## src/rtl/entrada_tempo.sv

```systemverilog
// entrada_tempo: keypad time entry that validates BCD digits and strobes them into the countdown counters
module entrada_tempo #(
  parameter int unsigned SYNC_STAGES  = 2,
  parameter int unsigned SEC_TENS_MAX = 5
) (
  input  logic       clk,
  input  logic       clear,
  input  logic [9:0] keys,
  input  logic       start,
  input  logic       cancel,
  input  logic       enable,
  input  logic       done,
  output logic [3:0] sec_units,
  output logic [3:0] sec_tens,
  output logic [3:0] min_units,
  output logic       load_n,
  output logic [1:0] digit_cnt,
  output logic       busy,
  output logic       key_err
);
  typedef enum logic [1:0] {EMPTY, ENTRY, LOAD, HOLD} state_t;
  state_t state, state_n;
  logic [9:0] key_pipe [SYNC_STAGES];
  logic [SYNC_STAGES-1:0] start_pipe;
  logic [9:0] ks, ks_prev;
  logic ss, ss_prev, key_ev, start_ev, err_n, zero;
  logic [3:0] digit, su_n, st_n, mu_n;
  logic [1:0] cnt_n;
  assign ks = key_pipe[SYNC_STAGES-1];
  assign ss = start_pipe[SYNC_STAGES-1];
  // a new key event needs the whole pad to have been released in between
  assign key_ev = (ks != '0) && (ks_prev == '0);
  assign start_ev = ss && !ss_prev;
  assign load_n = state != LOAD;
  assign busy = (state == LOAD) || (state == HOLD);
  always_comb begin
    digit = '0;
    for (int i = 0; i < 10; i++) if (ks[i]) digit = 4'(i);
  end
  always_comb begin
    state_n = state;
    su_n = sec_units;
    st_n = sec_tens;
    mu_n = min_units;
    cnt_n = digit_cnt;
    err_n = 1'b0;
    case (state)
      EMPTY, ENTRY: begin
        if (start_ev) begin
          if (enable && (state == EMPTY || sec_tens > 4'(SEC_TENS_MAX))) err_n = 1'b1;
          else if (enable) state_n = LOAD;
        end else if (key_ev && enable) begin
          if (!$onehot(ks) || digit_cnt == 2'd3) err_n = 1'b1;
          else begin
            mu_n = sec_tens;
            st_n = sec_units;
            su_n = digit;
            cnt_n = digit_cnt + 2'd1;
            state_n = ENTRY;
          end
        end
      end
      LOAD: state_n = HOLD;
      default: ;
    endcase
    zero = cancel || (state == HOLD && done);
    if (zero) begin
      state_n = EMPTY;
      su_n = '0;
      st_n = '0;
      mu_n = '0;
      cnt_n = '0;
      err_n = 1'b0;
    end
  end
  always_ff @(posedge clk or negedge clear) begin
    if (!clear) begin
      for (int i = 0; i < SYNC_STAGES; i++) key_pipe[i] <= '0;
      start_pipe <= '0;
      ks_prev <= '0;
      ss_prev <= 1'b0;
      state <= EMPTY;
      sec_units <= '0;
      sec_tens <= '0;
      min_units <= '0;
      digit_cnt <= '0;
      key_err <= 1'b0;
    end else begin
      key_pipe[0] <= keys;
      for (int i = 1; i < SYNC_STAGES; i++) key_pipe[i] <= key_pipe[i-1];
      start_pipe <= {start_pipe[SYNC_STAGES-2:0], start};
      ks_prev <= ks;
      ss_prev <= ss;
      state <= state_n;
      sec_units <= su_n;
      sec_tens <= st_n;
      min_units <= mu_n;
      digit_cnt <= cnt_n;
      key_err <= err_n;
    end
  end
endmodule

```

## config.mk

```make
export PLATFORM = sky130hd
export DESIGN_NAME = entrada_tempo
export DESIGN_NICKNAME = d
export VERILOG_FILES = /design/src/rtl/entrada_tempo.sv
export SDC_FILE = /design/constraint.sdc
export NUM_CORES = 1
export LEC_CHECK = 0
export CELL_PAD_IN_SITES_DETAIL_PLACEMENT = 1
export CELL_PAD_IN_SITES_GLOBAL_PLACEMENT = 2
export CORE_ASPECT_RATIO = 1.2
export CORE_MARGIN = 10
export CORE_UTILIZATION = 35
export CTS_CLUSTER_SIZE = 30
export DETAILED_ROUTE_END_ITERATION = 10
export PLACE_DENSITY = 0.89
export SKIP_LAST_GASP = 1
export SYNTH_ARGS = -nofsm -noshare
export SYNTH_HDL_FRONTEND = slang
export SYNTH_SLANG_ARGS = --single-unit
```

## constraint.sdc

```tcl
create_clock -name clk -period 5.64 [get_ports clk]
set_clock_uncertainty 0.15 [all_clocks]
set_input_delay 0.564 -clock clk [delete_from_list [all_inputs] [get_ports clk]]
set_output_delay 0.564 -clock clk [all_outputs]
set_load 0.05 [all_outputs]
```

**Word-level counts from Yosys, hierarchy flattened**

Index checks and enable logic that the tools add are counted.

- Register bits after elaboration: 50
- Input bits: 16
- Output and inout port bits: 17
- Logic and storage cells: 96

- Add/subtract/negate cells: 10
- $lt $le $gt $ge: 1
- Eq/ne operators: 12
- Mux-type cells: 42
- Reductions and logical operators: 20

Operator list:

| cell | count |
|---|---|
| $mux 4 | 22 |
| $mux 2 | 12 |
| $ne 4x4->1 const B | 4 |
| $add 1x1->2 | 5 |
| $logic_not 10->1 | 1 |
| $reduce_bool 10->1 | 1 |
| $mux 1 | 7 |
| $add 2x2->3 | 2 |
| $eq 2x2->1 const B | 3 |
| $logic_and 1x1->1 | 5 |
| $reduce_and 5->1 | 1 |
| $add 3x3->4 | 1 |
| $add 4x2->4 | 1 |
| $eq 4x1->1 const B | 1 |
| $gt 4x3->1 const B | 1 |
| $logic_or 1x1->1 | 4 |
| $ne 2x2->1 const B | 2 |
| $pmux 2 s2 | 1 |
| $reduce_and 4->1 | 1 |
| $reduce_bool 2->1 | 2 |
| $reduce_bool 3->1 | 1 |
| $add 2x1->2 const B | 1 |
| $eq 2x1->1 const B | 1 |
| $logic_not 1->1 | 2 |
| other kinds (3) | 3 |

**Depth between registers and ports, before layout**

- Depth in word-level cells: 14
- Depth in mapped cells: 14
- Gate-level depth less buffers: 13

**Worst setup path before layout**

No wires, ideal clock.

- Path kind: flip-flop to flip-flop
- From: reg key_pipe (netlist bit ks[0])
- To: reg sec_units[2]
- Library setup time: 0.077 ns
- Arrival time: 3.713 ns
- Required time: 5.413 ns
- Path slack: 1.700 ns
- Cell stages (with the launch flop): 14
- Buffers on the path: 0
- Clock period less this slack: 3.940 ns
- Cells stage by stage: dfrtp_1 fa_1 fa_1 inv_1 fa_1 inv_1 ha_1 inv_1 fa_1 a2111o_1 a21oi_4 nand4_4 or4_1 a21oi_1

- Word-level cells in the longest chain between the ends: 9
- Elaborated cells on any way between the ends: 13
- Classes of those cells: add/sub: 4; eq/ne: 2; reduce/logical: 7

Ends and longest elaborated chain:

| item | RTL line | source |
|---|---|---|
| start, declared | 23 | `logic [9:0] key_pipe [SYNC_STAGES];` |
| $add 1x1->2 (implied by the code) | 53 | `if (!$onehot(ks) \|\| digit_cnt == 2'd3) err_n = 1'b1;` |
| $add 2x2->3 (implied by the code) | 53 |  |
| $add 3x3->4 (implied by the code) | 53 |  |
| $add 4x2->4 (implied by the code) | 53 |  |
| $eq 4x1->1 | 53 |  |
| $logic_not 1->1 | 53 |  |
| $logic_or 1x1->1 | 53 |  |
| $ne 2x2->1 (no line) | n/a |  |
| $reduce_and 4->1 (no line) (*) | n/a |  |
| end signal, assigned | 95 | `sec_units <= su_n;` |
| end, declared | 13 | `output logic [3:0] sec_units,` |

Mark *: on every way between the ends. The rest lies on a longest branch, timed or not.
A chain may end at the register's enable or synchronous reset.

**Worst setup path after layout**

- From: reg key_pipe (netlist bit ks[5])
- To: reg sec_units[2]

- Word-level cells in the longest chain between the ends: 10
- Elaborated cells on any way between the ends: 23
- Classes of those cells: add/sub: 4; eq/ne: 2; mux: 10; reduce/logical: 7

Ends and longest elaborated chain:

| item |
|---|
| parallel branches: the longest is 10 deep, another holds $add 3x3->4 |

Parallel ways; which one is timed is not known. The select of a mux whose other input is x is not followed.

==> impl_results.md <==
- Status: completed
- Overflow left after global routing: 0
- # IOs: 33
- Worst Path Required: roughly 5.7 ns
- Initial antenna violation count: 0
- Starting DRC count in detailed routing: 43
- Root Buffer: clkbuf_8
- Final wirelength: between 4 and 5 mm
- H-Tree Level Count: 2
- TNS Setup: 0 ns
- Worst Setup Start Kind: flop
- Path type of the worst setup path: flop to flop
- Logic gate share of total power: 0.144
- Setup Viol. Count Final: 0
- Most frequent cells in the layout: dfrtp_1 (50), clkdlybuf4s50_1 (31), inv_1 (14)
- Number of synthesized flops with an enable pin: 0
- Crit-path max FO: 27
- Commonest non-fill, non-tap cell in the layout: dfrtp_1
- Die area: 9148 sq um
- CTS resizes: 0
- Post-placement cell count: between 200 and 300
- P_sw: ~0.19 mW
- Fin cells: approximately 260
- # rows: 30
- Area growth syn-to-layout: 23.59%
- Gr usage total: 0.09665
- Sequential fraction of the synthesis area: 0.6258
- Hold_sp: key_pipe[12]
- Die X: ~90 um
- Pint: between 0.5 and 0.6 mW
- Synthesized area: 1999 sq um
- Crit path from: ks[5]
- Worst-margin pin slew: about 1.1 ns
- Ratio of cells with drive above 1 in the final layout: 0.07216
- RePlAce Congestion: between 0.7 and 0.8
- Minimum clock period: 4.464 ns
- Clock sinks: 50
- Syn nets: approximately 190
- Worst relative slew slack: 0.2765
- Fin. Hold Viols: 0
- Flop pwr share: 0.550
- Max Root-Sink Buffers: 2
- Critical R2R Launch: ks[5]
- Worst-skew pair later-pin latency: 0.30 ns
- Wire length per cell: ~16 um
- Worst hold path class: flop to flop
- Number of global-route vias before repair: 1412
- Via count: around 1300
- Worst-path clk slew: roughly 0.09 ns
- Avg Cell Area, Syn: 12.57 sq um
- Number of antenna diodes: 0
- TritonCTS buffer count: 5
- DRC Markers: 0
- Cts hold-fix bufs: 0
- Peak VDD IR: 0.1533 mV
- Maxcap violations: 0
- Vias per cell: a little under 5
- Yosys reg bits: 50
- Clock power frac: 0.306
- Sw frac: 0.2751
- Slew Limit Fails: 0
- Setup Buffers After CTS: 0
- Cells after synthesis: roughly 160
- Post-DP HPWL: about 3.1 mm
- First-pass GRT wire length: 6.831 mm
- RSZ-0062 raised after global routing: false
- Yosys Warn Count: 0
- CTS tree: yes
- Async SR Flop Fraction: 1.000
- Core region area: 5593 sq um
- Largest net degree at the start of global routing: between 50 and 60
- IO buf count: 32
- Leakage dissipation: roughly 1.1 nW
- Layout Nets: between 200 and 250
- Pwr dens: between 200 and 300 nW/um^2
- Starting Density: 0.3575
- CP arrival: between 4 and 5 ns
- Final Cycle Share: 0.7915
- Crit end category: flop
- Distinct cell type count after synthesis: 38
- ANT nets after route: 0
- Die Y: ~100 um
- Pre-Repair DR Iteration Count: 4
- Synth Flop Type: dfrtp_1
- Max Fclk: roughly 220 MHz
## power by group through the flow
stage	clock (mW)	sequential (mW)	combinational (mW)
3_3_place_gp	0	0.389	0.0981
2_1_floorplan	0	0.387	0.0661
4_1_cts	0.222	0.383	0.104
6_report	0.213	0.382	0.100
5_1_grt	0.239	0.385	0.115
3_5_place_dp	0	0.390	0.104
## final timing paths
kind                                end  cells after the start  slack (ns)
min in group asynchronous  key_pipe[13]                      2        0.21
setup reg to reg           sec_units[2]                     13        1.18
hold reg to reg                   ks[2]                      0        0.20
max in group asynchronous         ks[9]                      2        4.73
setup / recovery           sec_units[2]                     13        1.18
hold / removal                    ks[2]                      0        0.20
## registers in the layout, indices dropped and copies added (netlist names)
signal	cells
ks	10
key_err	1
digit_cnt	2
ks_prev	10
key_pipe	10
sec_units	4
start_pipe	2
ss_prev	1
min_units	4
sec_tens	4
state	2
## area by class of cell
| cell class | count | area (sq um) |
|---|---|---|
| tap | 64 | 80.08 |
| sequential | 50 | 1251 |
| clock inverter | 3 | 25.02 |
| timing repair buffer | 33 | 322.8 |
| clock buffer | 5 | 68.82 |
| inverter | 14 | 52.55 |
| multi-input combinational | 89 | 670.6 |
| fill | 593 | 3122 |
## stage by stage
step	hold slack, ns	setup slack [ns]	area [sq um]	total power [mW]	utilization
after floorplan	0.1184	1.700	1999	0.4528	-
after global placement	0.1815	1.353	2377	0.4873	0.4251
after detailed placement	0.1863	1.131	2377	0.4939	0.4251
after CTS	0.2092	1.121	2471	0.7095	0.4418
after global routing	0.2181	0.9354	2471	0.7392	0.4418
final	0.2050	1.176	2471	0.6958	0.4418
## synthesized netlist by cell type, types with 2 or more instances
cell / count / area, sq um
o21ai_1: 9 / 45.04
a211oi_1: 2 / 15.01
nor3_1: 2 / 10.01
inv_1: 14 / 52.55
nand3_1: 13 / 65.06
clkbuf_1: 4 / 15.01
fa_1: 6 / 120.1
nor2_1: 5 / 18.77
dfrtp_1: 50 / 1251
nor2b_1: 2 / 12.51
nand2_1: 6 / 22.52
a21oi_1: 5 / 25.02
nor4_1: 3 / 18.77
nand4_1: 2 / 12.51
nand2b_1: 9 / 56.30
ha_1: 4 / 50.05
buf_2: 2 / 10.01
## layer usage
metal,up-vias,part of all wire,global-route usage
li1,610,-,-
met2,21,0.54,0.1680
met4,0,0.015,0.04412
met3,6,0.035,0.02451
met5,-,0,0
met1,634,0.41,0.1081
## worst max-delay path, stage by stage (launching register included)
cell and delay, ns:
dfrtp_1 0.45, fa_1 0.53, fa_1 0.49, inv_1 0.05
fa_1 0.43, inv_1 0.07, ha_1 0.16, inv_1 0.06
fa_1 0.38, a2111o_1 0.40, a21oi_4 0.18, nand4_4 0.34
or4_1 0.53, a21oi_1 0.18
## kinds of logic (layout without fill, tap and decap cells)
group	Yosys count	count (layout)	synth area share
flops	50	50	0.6258
simple gates	50	50	0.1464
compound gates	27	27	0.09325
buf+inv	20	55	0.03880
fa+ha+maj	10	10	0.08511
mux	2	2	0.01064
(Power assumes the default switching activity.)
